$ cat src/rtl/seg7_scan_driver.sv
// seg7_scan_driver: double-buffered 4-digit hex scan driver feeding seg7decoder.
// Define SEG7_LZ_BLANK_EN to enable leading-zero blanking on BLANK_OUT.
module seg7_scan_driver #(
  parameter int REFRESH_DIV = 100000,
  parameter int CNT_W       = 17
) (
  input  logic        CLK_IN,
  input  logic        RESET_IN,
  input  logic [15:0] DATA_IN,
  input  logic [3:0]  DOTS_IN,
  input  logic        LOAD_IN,
  output logic        READY_OUT,
  output logic [1:0]  SEG_SELECT_OUT,
  output logic [3:0]  BIN_OUT,
  output logic        DOT_OUT,
  output logic        BLANK_OUT
);

  localparam logic [CNT_W-1:0] CNT_MAX = CNT_W'(REFRESH_DIV - 1);

  logic [CNT_W-1:0] r_cnt;
  logic [1:0]       r_digit;
  logic [19:0]      r_active;
  logic [19:0]      r_shadow;
  logic             r_pending;
  logic [1:0]       r_sel;
  logic [3:0]       r_bin;
  logic             r_dot;
  logic             r_blank;

  logic             w_tick;
  logic             w_boundary;
  logic             w_accept;
  logic             w_transfer;
  logic [1:0]       w_nextDigit;
  logic [19:0]      w_nextActive;
  logic [15:0]      w_nextData;
  logic [3:0]       w_nextDots;
  logic             w_blank;

  assign w_tick       = (r_cnt == CNT_MAX);
  assign w_boundary   = w_tick && (r_digit == 2'd3);
  assign w_accept     = LOAD_IN && !r_pending;
  assign w_transfer   = w_boundary && r_pending;
  assign w_nextDigit  = r_digit + 2'd1;
  // Digit-0 outputs of the boundary edge must already see the newly promoted frame.
  assign w_nextActive = w_transfer ? r_shadow : r_active;
  assign w_nextData   = w_nextActive[15:0];
  assign w_nextDots   = w_nextActive[19:16];

`ifdef SEG7_LZ_BLANK_EN
  logic [3:0] w_nz;

  always_comb begin
    w_nz = 4'b0000;
    for (int d = 0; d < 4; d++) begin
      w_nz[d] = (w_nextData[4*d +: 4] != 4'h0) || w_nextDots[d];
    end
  end

  // Blank when this digit and every more-significant one carries nothing visible.
  assign w_blank = (w_nextDigit != 2'd0) && ((w_nz >> w_nextDigit) == 4'b0000);
`else
  assign w_blank = 1'b0;
`endif

  always_ff @(posedge CLK_IN or posedge RESET_IN) begin
    if (RESET_IN) begin
      r_cnt   <= '0;
      r_digit <= 2'd0;
    end else begin
      r_cnt <= w_tick ? '0 : r_cnt + 1'b1;
      if (w_tick) begin
        r_digit <= w_nextDigit;
      end
    end
  end

  always_ff @(posedge CLK_IN or posedge RESET_IN) begin
    if (RESET_IN) begin
      r_active  <= 20'h0;
      r_shadow  <= 20'h0;
      r_pending <= 1'b0;
    end else if (w_transfer) begin
      r_active  <= r_shadow;
      r_pending <= 1'b0;
    end else if (w_accept) begin
      r_shadow  <= {DOTS_IN, DATA_IN};
      r_pending <= 1'b1;
    end
  end

  always_ff @(posedge CLK_IN or posedge RESET_IN) begin
    if (RESET_IN) begin
      r_sel   <= 2'd0;
      r_bin   <= 4'h0;
      r_dot   <= 1'b0;
      r_blank <= 1'b0;
    end else if (w_tick) begin
      r_sel   <= w_nextDigit;
      r_bin   <= w_nextData[{w_nextDigit, 2'b00} +: 4];
      r_dot   <= w_nextDots[w_nextDigit];
      r_blank <= w_blank;
    end
  end

  assign READY_OUT      = !r_pending;
  assign SEG_SELECT_OUT = r_sel;
  assign BIN_OUT        = r_bin;
  assign DOT_OUT        = r_dot;
  assign BLANK_OUT      = r_blank;

endmodule
$ cat config.mk
export PLATFORM = sky130hd
export DESIGN_NAME = seg7_scan_driver
export DESIGN_NICKNAME = d
export VERILOG_FILES = /design/src/rtl/seg7_scan_driver.sv
export SDC_FILE = /design/constraint.sdc
export NUM_CORES = 1
export LEC_CHECK = 0
export CORE_MARGIN = 4
export CORE_UTILIZATION = 45
export CTS_CLUSTER_DIAMETER = 30
export DETAILED_ROUTE_END_ITERATION = 8
export PLACE_DENSITY = 0.66
export SLEW_MARGIN = 40
export SYNTH_ARGS = -nofsm -noshare
export SYNTH_HDL_FRONTEND = slang
export SYNTH_SLANG_ARGS = --single-unit
$ cat constraint.sdc
create_clock -name CLK_IN -period 6.7 [get_ports CLK_IN]
set_clock_uncertainty 0.2 [all_clocks]
set_input_delay 1.675 -clock CLK_IN [delete_from_list [all_inputs] [get_ports CLK_IN]]
set_output_delay 1.675 -clock CLK_IN [all_outputs]
set_load 0.02 [all_outputs]
==> results.toml, run 1 <==
[routing]
via_per_inst = 5.35
vias = 1959
drc = 0
dr.pass1.iters = 4
routed_wirelength_um = 5370
ant_nets = 0
wl_per_cell_um = 14.7
drtIter0Drc = 65

[final_layout]
area_growth_pct = 19.5
most-common-layout-cells = "dfrtp_1 (65), mux2_2 (31), nand2_1 (30), clkdlybuf4s50_1 (30), o21ai_0 (13)"
fin_nets = 309
stdcell_count = 366
final_common_cell = "dfrtp_1"
diodes = 0
post_route_cells_drive_above_1_share_pct = 21.8

[die]
core_um2 = 6420
initial_utilization_pct = 46.7
die_area_um2 = 8040
die_h_um = 89.7
io_pins = 32
die_w_um = 89.7
rows = 29

[grt]
antenna_found_initial = 0
grt_first_pass_wirelength_um = 9380
overflow = 0
grt_pass1_vias = 1995
grtUsageTotal_pct = 15.6
grt_start_max_net_pins = 66

[synthesis]
synth_edf_count = 0
synth_warnings = 0
ys_ff_latch = 65
synth_cell_type_count = 49
netlist_area_um2 = 3000
async_reset_ff_share_pct = 100
syn_area_per_cell_um2 = 11.9
seq_area_frac_synth_pct = 54.2
syn-num-nets = 278
syn_inst = 253
synth_flop_cell = "dfrtp_1"

[sta]
slew_violations = 0
fin_ws_ps = 3120
slew_headroom_pct = 58.3
worst_pin_slew_ps = 624
rsz0062_at_grt = "no"
finalCriticalPeriod_ps = 3580
setup_tns_ps = 0
fmax_mhz = 280
fin_crit_sh_pct = 53.4
setup_viol = 0
final_hold_viol_count = 0

[power_and_ir_drop]
total_power_mw = 0.812
p_leak_nw = 1.62
ir_worst_vdd_mv = 0.167
p_per_area_nw_per_um2 = 226

[placement]
dp_cells = 350
io_buffer_count = 30
hpwl_um = 3740
place.gp.congestion = 0.809
dp_worst_setup_slack_ps = 3270

[critical_path]
cp_cell_sequence = "clkdlybuf4s50_1"
path_class = "register to output pin"
cp_slowest_cell = "clkdlybuf4s50_1"
crit_path_max_fanout = 13
slowest_delay_ps = 720
cp.required_ps = 4830
crit_arrival_ps = 1700
critPathBufInv = 1
crit_family = "buffers and inverters"
endpoint_kind = "output pin"
critPathLaunchType = "register"

[cts]
cts.sinks = 65
cts_tree = "done"
cts_hold_buf = 0
path_clk_slew_ps = 70
clk_latency_ps = 340
cts.path.max_buffers = 2
cts_resized = 0
cts_setup_buffers = 0
h-tree-depth = 3
root_buffer = "clkbuf_8"
cts_made_buffers = 9

[run_status]
outcome = "completed"

[flow_run]
maxCapViolCount = 0

[worst_hold_path]
min_path_type = "register to register"
metrics by stage:
step / cell area (um^2) / utilization [%] / hold WS [ps]
2_1_floorplan: 3000 / - / 250
3_3_place_gp: 3360 / 52.3 / 264
3_5_place_dp: 3360 / 52.4 / 276
4_1_cts: 3570 / 55.6 / 291
5_1_grt: 3590 / 55.8 / 324
6_report: 3590 / 55.8 / 290
layout make-up:
class                   count  area, um^2
multi-input cells         164        1290
clock inverters             6        82.6
flip-flops and latches     65        1630
inverters                  12        45.0
fillers                   562        2840
repair buffers             32         319
well taps                  77        96.3
clock buffers              10         128
cell usage after synthesis, drive strengths merged (3+ instances only):
library cell	count	area [um^2]
dfrtp	65	1630
mux2	31	349
nand2	31	119
o21ai	13	65.1
inv	12	45.0
nor2	12	45.0
clkbuf	10	37.5
xnor2	8	70.1
mux4	6	135
nand3	6	30.0
xor2	6	52.6
nand4	5	31.3
or3	4	25.0
a21oi	3	15.0
nor4	3	40.0
metal layers:
metal	vias to the layer above	part of all wire, %	track usage (%)
met3	8	4.2	5.02
met1	970	45	19.4
met5	-	0	0
li1	953	-	-
met4	0	1.7	6.09
met2	28	49	25.5
final timing paths:
path | from | endpoint | slack (ps) | cells after the start
setup / recovery | SEG_SELECT_OUT[0] | SEG_SELECT_OUT[0] | 3120 | 1
hold / removal | r_active[0] | r_active[0] | 290 | 2
setup reg to reg | r_cnt[12] | BIN_OUT[3] | 3730 | 5
hold reg to reg | r_active[0] | r_active[0] | 290 | 2
max in group asynchronous | RESET_IN | r_active[8] | 4290 | 3
min in group asynchronous | RESET_IN | r_cnt[13] | 1590 | 3
registers in the layout, summed over array words and instances (netlist names):
signal / flops
SEG_SELECT_OUT: 2
BIN_OUT: 4
r_pending: 1
r_active: 20
DOT_OUT: 1
r_shadow: 20
r_cnt: 17
power breakdown:
| part | internal, mW | switching (mW) | total (mW) |
|---|---|---|---|
| Combinational | 0.0246 | 0.0155 | 0.0401 |
| Sequential | 0.408 | 0.0105 | 0.419 |
| Clock | 0.207 | 0.146 | 0.353 |
| Total | 0.640 | 0.172 | 0.812 |
cells by family (layout without fill, tap and decap cells):
logic type / Yosys count / after routing / synth area share, %
flops: 65 / 65 / 54.2
mux: 38 / 38 / 16.5
buf+inv: 24 / 60 / 3.38
fa+ha+maj: 2 / 2 / 0.834
other cells: 1 / 1 / 0.125
simple gates: 76 / 76 / 13.7
xor+xnor: 14 / 14 / 4.09
compound gates: 33 / 33 / 7.17
(Power assumes the default switching activity.)
==> inputs of run 2 (changes only) <==
==> constraint.sdc (replaced) <==
create_clock -name CLK_IN -period 3.6 [get_ports CLK_IN]
set_clock_uncertainty 0.2 [all_clocks]
set_input_delay 0.9 -clock CLK_IN [delete_from_list [all_inputs] [get_ports CLK_IN]]
set_output_delay 0.9 -clock CLK_IN [all_outputs]
set_load 0.02 [all_outputs]
==> run 2 against run 1 <==
Effect of this change: global-route usage increased by 0.15 points; worst hold slack got worse by 7.8 ps; utilization increased by 0.37 points; combinational power increased by 88%; die area unchanged; register-to-register slack got worse by 2900 ps; largest power group unchanged.
==> results.toml, run 2 (synthesis results as in run 1) <==
[power_and_ir_drop]
p_seq_share_pct = 50.0
pwr-share-clk_pct = 45.1
p_sw_mw = 0.341
p_leak_nw = 1.61
p_per_area_nw_per_um2 = 431
ir_worst_vdd_mv = 0.462
p_int_mw = 1.21
p_sw_share_pct = 21.9
combPwrFrac_pct = 4.8

[critical_path]
cp-startpoint = "SEG_SELECT_OUT[0]"
rr_worst_depth = 6
crit_family = "buffers and inverters"
crit_arrival_ps = 1750
slowest_delay_ps = 730
critPathBufInv = 1
cp_cell_sequence = "clkdlybuf4s50_1"
path_class = "register to output pin"
cp_slowest_cell = "clkdlybuf4s50_1"
endpoint_kind = "output pin"
cp.depth = 1
crit_path_max_fanout = 13
cp.required_ps = 2500
reg2reg_from = "r_cnt[12]"
critPathLaunchType = "register"

[grt]
antenna_found_initial = 0
grtUsageTotal_pct = 15.8
grt_first_pass_wirelength_um = 9320
overflow = 0
grt_start_max_net_pins = 36
grt_pass1_vias = 1845

[cts]
cts_resized = 0
cts_setup_buffers = 0
h-tree-depth = 3
cts.path.max_buffers = 2
cts_tree = "done"
cts_hold_buf = 0
cts.sinks = 65
clk_latency_ps = 340
cts_made_buffers = 9
path_clk_slew_ps = 70
root_buffer = "clkbuf_8"

[routing]
dr.pass1.iters = 4
routed_wirelength_um = 5570
wl_per_cell_um = 15.1
ant_nets = 0
drc = 0
vias = 1991
drtIter0Drc = 85
via_per_inst = 5.40

[die]
core_um2 = 6420
die_w_um = 89.7
rows = 29
die_h_um = 89.7
die_area_um2 = 8040
initial_utilization_pct = 46.7
io_pins = 32

[placement]
place.gp.congestion = 0.760
hpwl_um = 3980
io_buffer_count = 30
dp_cells = 353
dp_worst_setup_slack_ps = 784

[final_layout]
stdcell_count = 369
post_route_cells_drive_above_1_share_pct = 22.9
most-common-layout-cells = "dfrtp_1 (65), mux2_2 (31), nand2_1 (30), clkdlybuf4s50_1 (30), o21ai_0 (13)"
fin_nets = 312
area_growth_pct = 20.3
top_regs = "r_active (20), r_shadow (20), r_cnt (17)"
final_common_cell = "dfrtp_1"
diodes = 0

[worst_hold_path]
min_from = "r_active[0]"
whs_path_depth = 2
min_path_type = "register to register"

[run_status]
outcome = "completed"

[sta]
setup_tns_ps = 0
finalCriticalPeriod_ps = 2850
fin_crit_sh_pct = 79.3
setup_viol = 0
rsz0062_at_grt = "no"
fin_ws_ps = 747
worst_pin_slew_ps = 553
final_hold_viol_count = 0
slew_headroom_pct = 62.8
slew_violations = 0
fmax_mhz = 351

[flow_run]
maxCapViolCount = 0
## run 2: power groups by stage
stage,logic [mW],registers (mW),clock network (mW)
2_1_floorplan,0.0442,0.785,0
3_3_place_gp,0.0757,0.793,0
3_5_place_dp,0.0775,0.794,0
4_1_cts,0.0780,0.779,0.720
5_1_grt,0.0856,0.783,0.762
6_report,0.0753,0.778,0.702
## run 2: path summary, 6_finish.rpt
check                                    endpoint  slack (ps)
worst max-delay path            SEG_SELECT_OUT[0]         750
worst min register to register        r_active[0]         280
max in group asynchronous       SEG_SELECT_OUT[0]        2110
worst max register to register            DOT_OUT         800
min in group asynchronous             r_shadow[4]         760
worst min-delay path                  r_active[0]         280
## run 2: metal layers
metal	global-route usage (%)	share of wire, %	vias up
met4	6.90	2.1	0
li1	-	-	959
met5	0	0	-
met3	4.93	3.8	9
met2	23.5	47	36
met1	21.3	47	987
## run 2: final cells by class
class                           instances  area, um^2
Clock buffer                           10         138
Fill cell                             554        2810
Clock inverter                          6        91.3
Inverter                               12        45.0
Timing Repair Buffer                   35         338
Tap cell                               77        96.3
Multi-Input combinational cell        164        1270
Sequential cell                        65        1630
## run 2: per-stage QoR
stage	power [mW]	utilization, %	cell area [um^2]	hold slack (ps)
2_1_floorplan	0.830	-	3000	250
6_report	1.56	56.2	3610	282
3_3_place_gp	0.869	52.6	3380	264
4_1_cts	1.58	56.2	3610	289
3_5_place_dp	0.871	52.6	3380	273
5_1_grt	1.63	56.2	3610	316
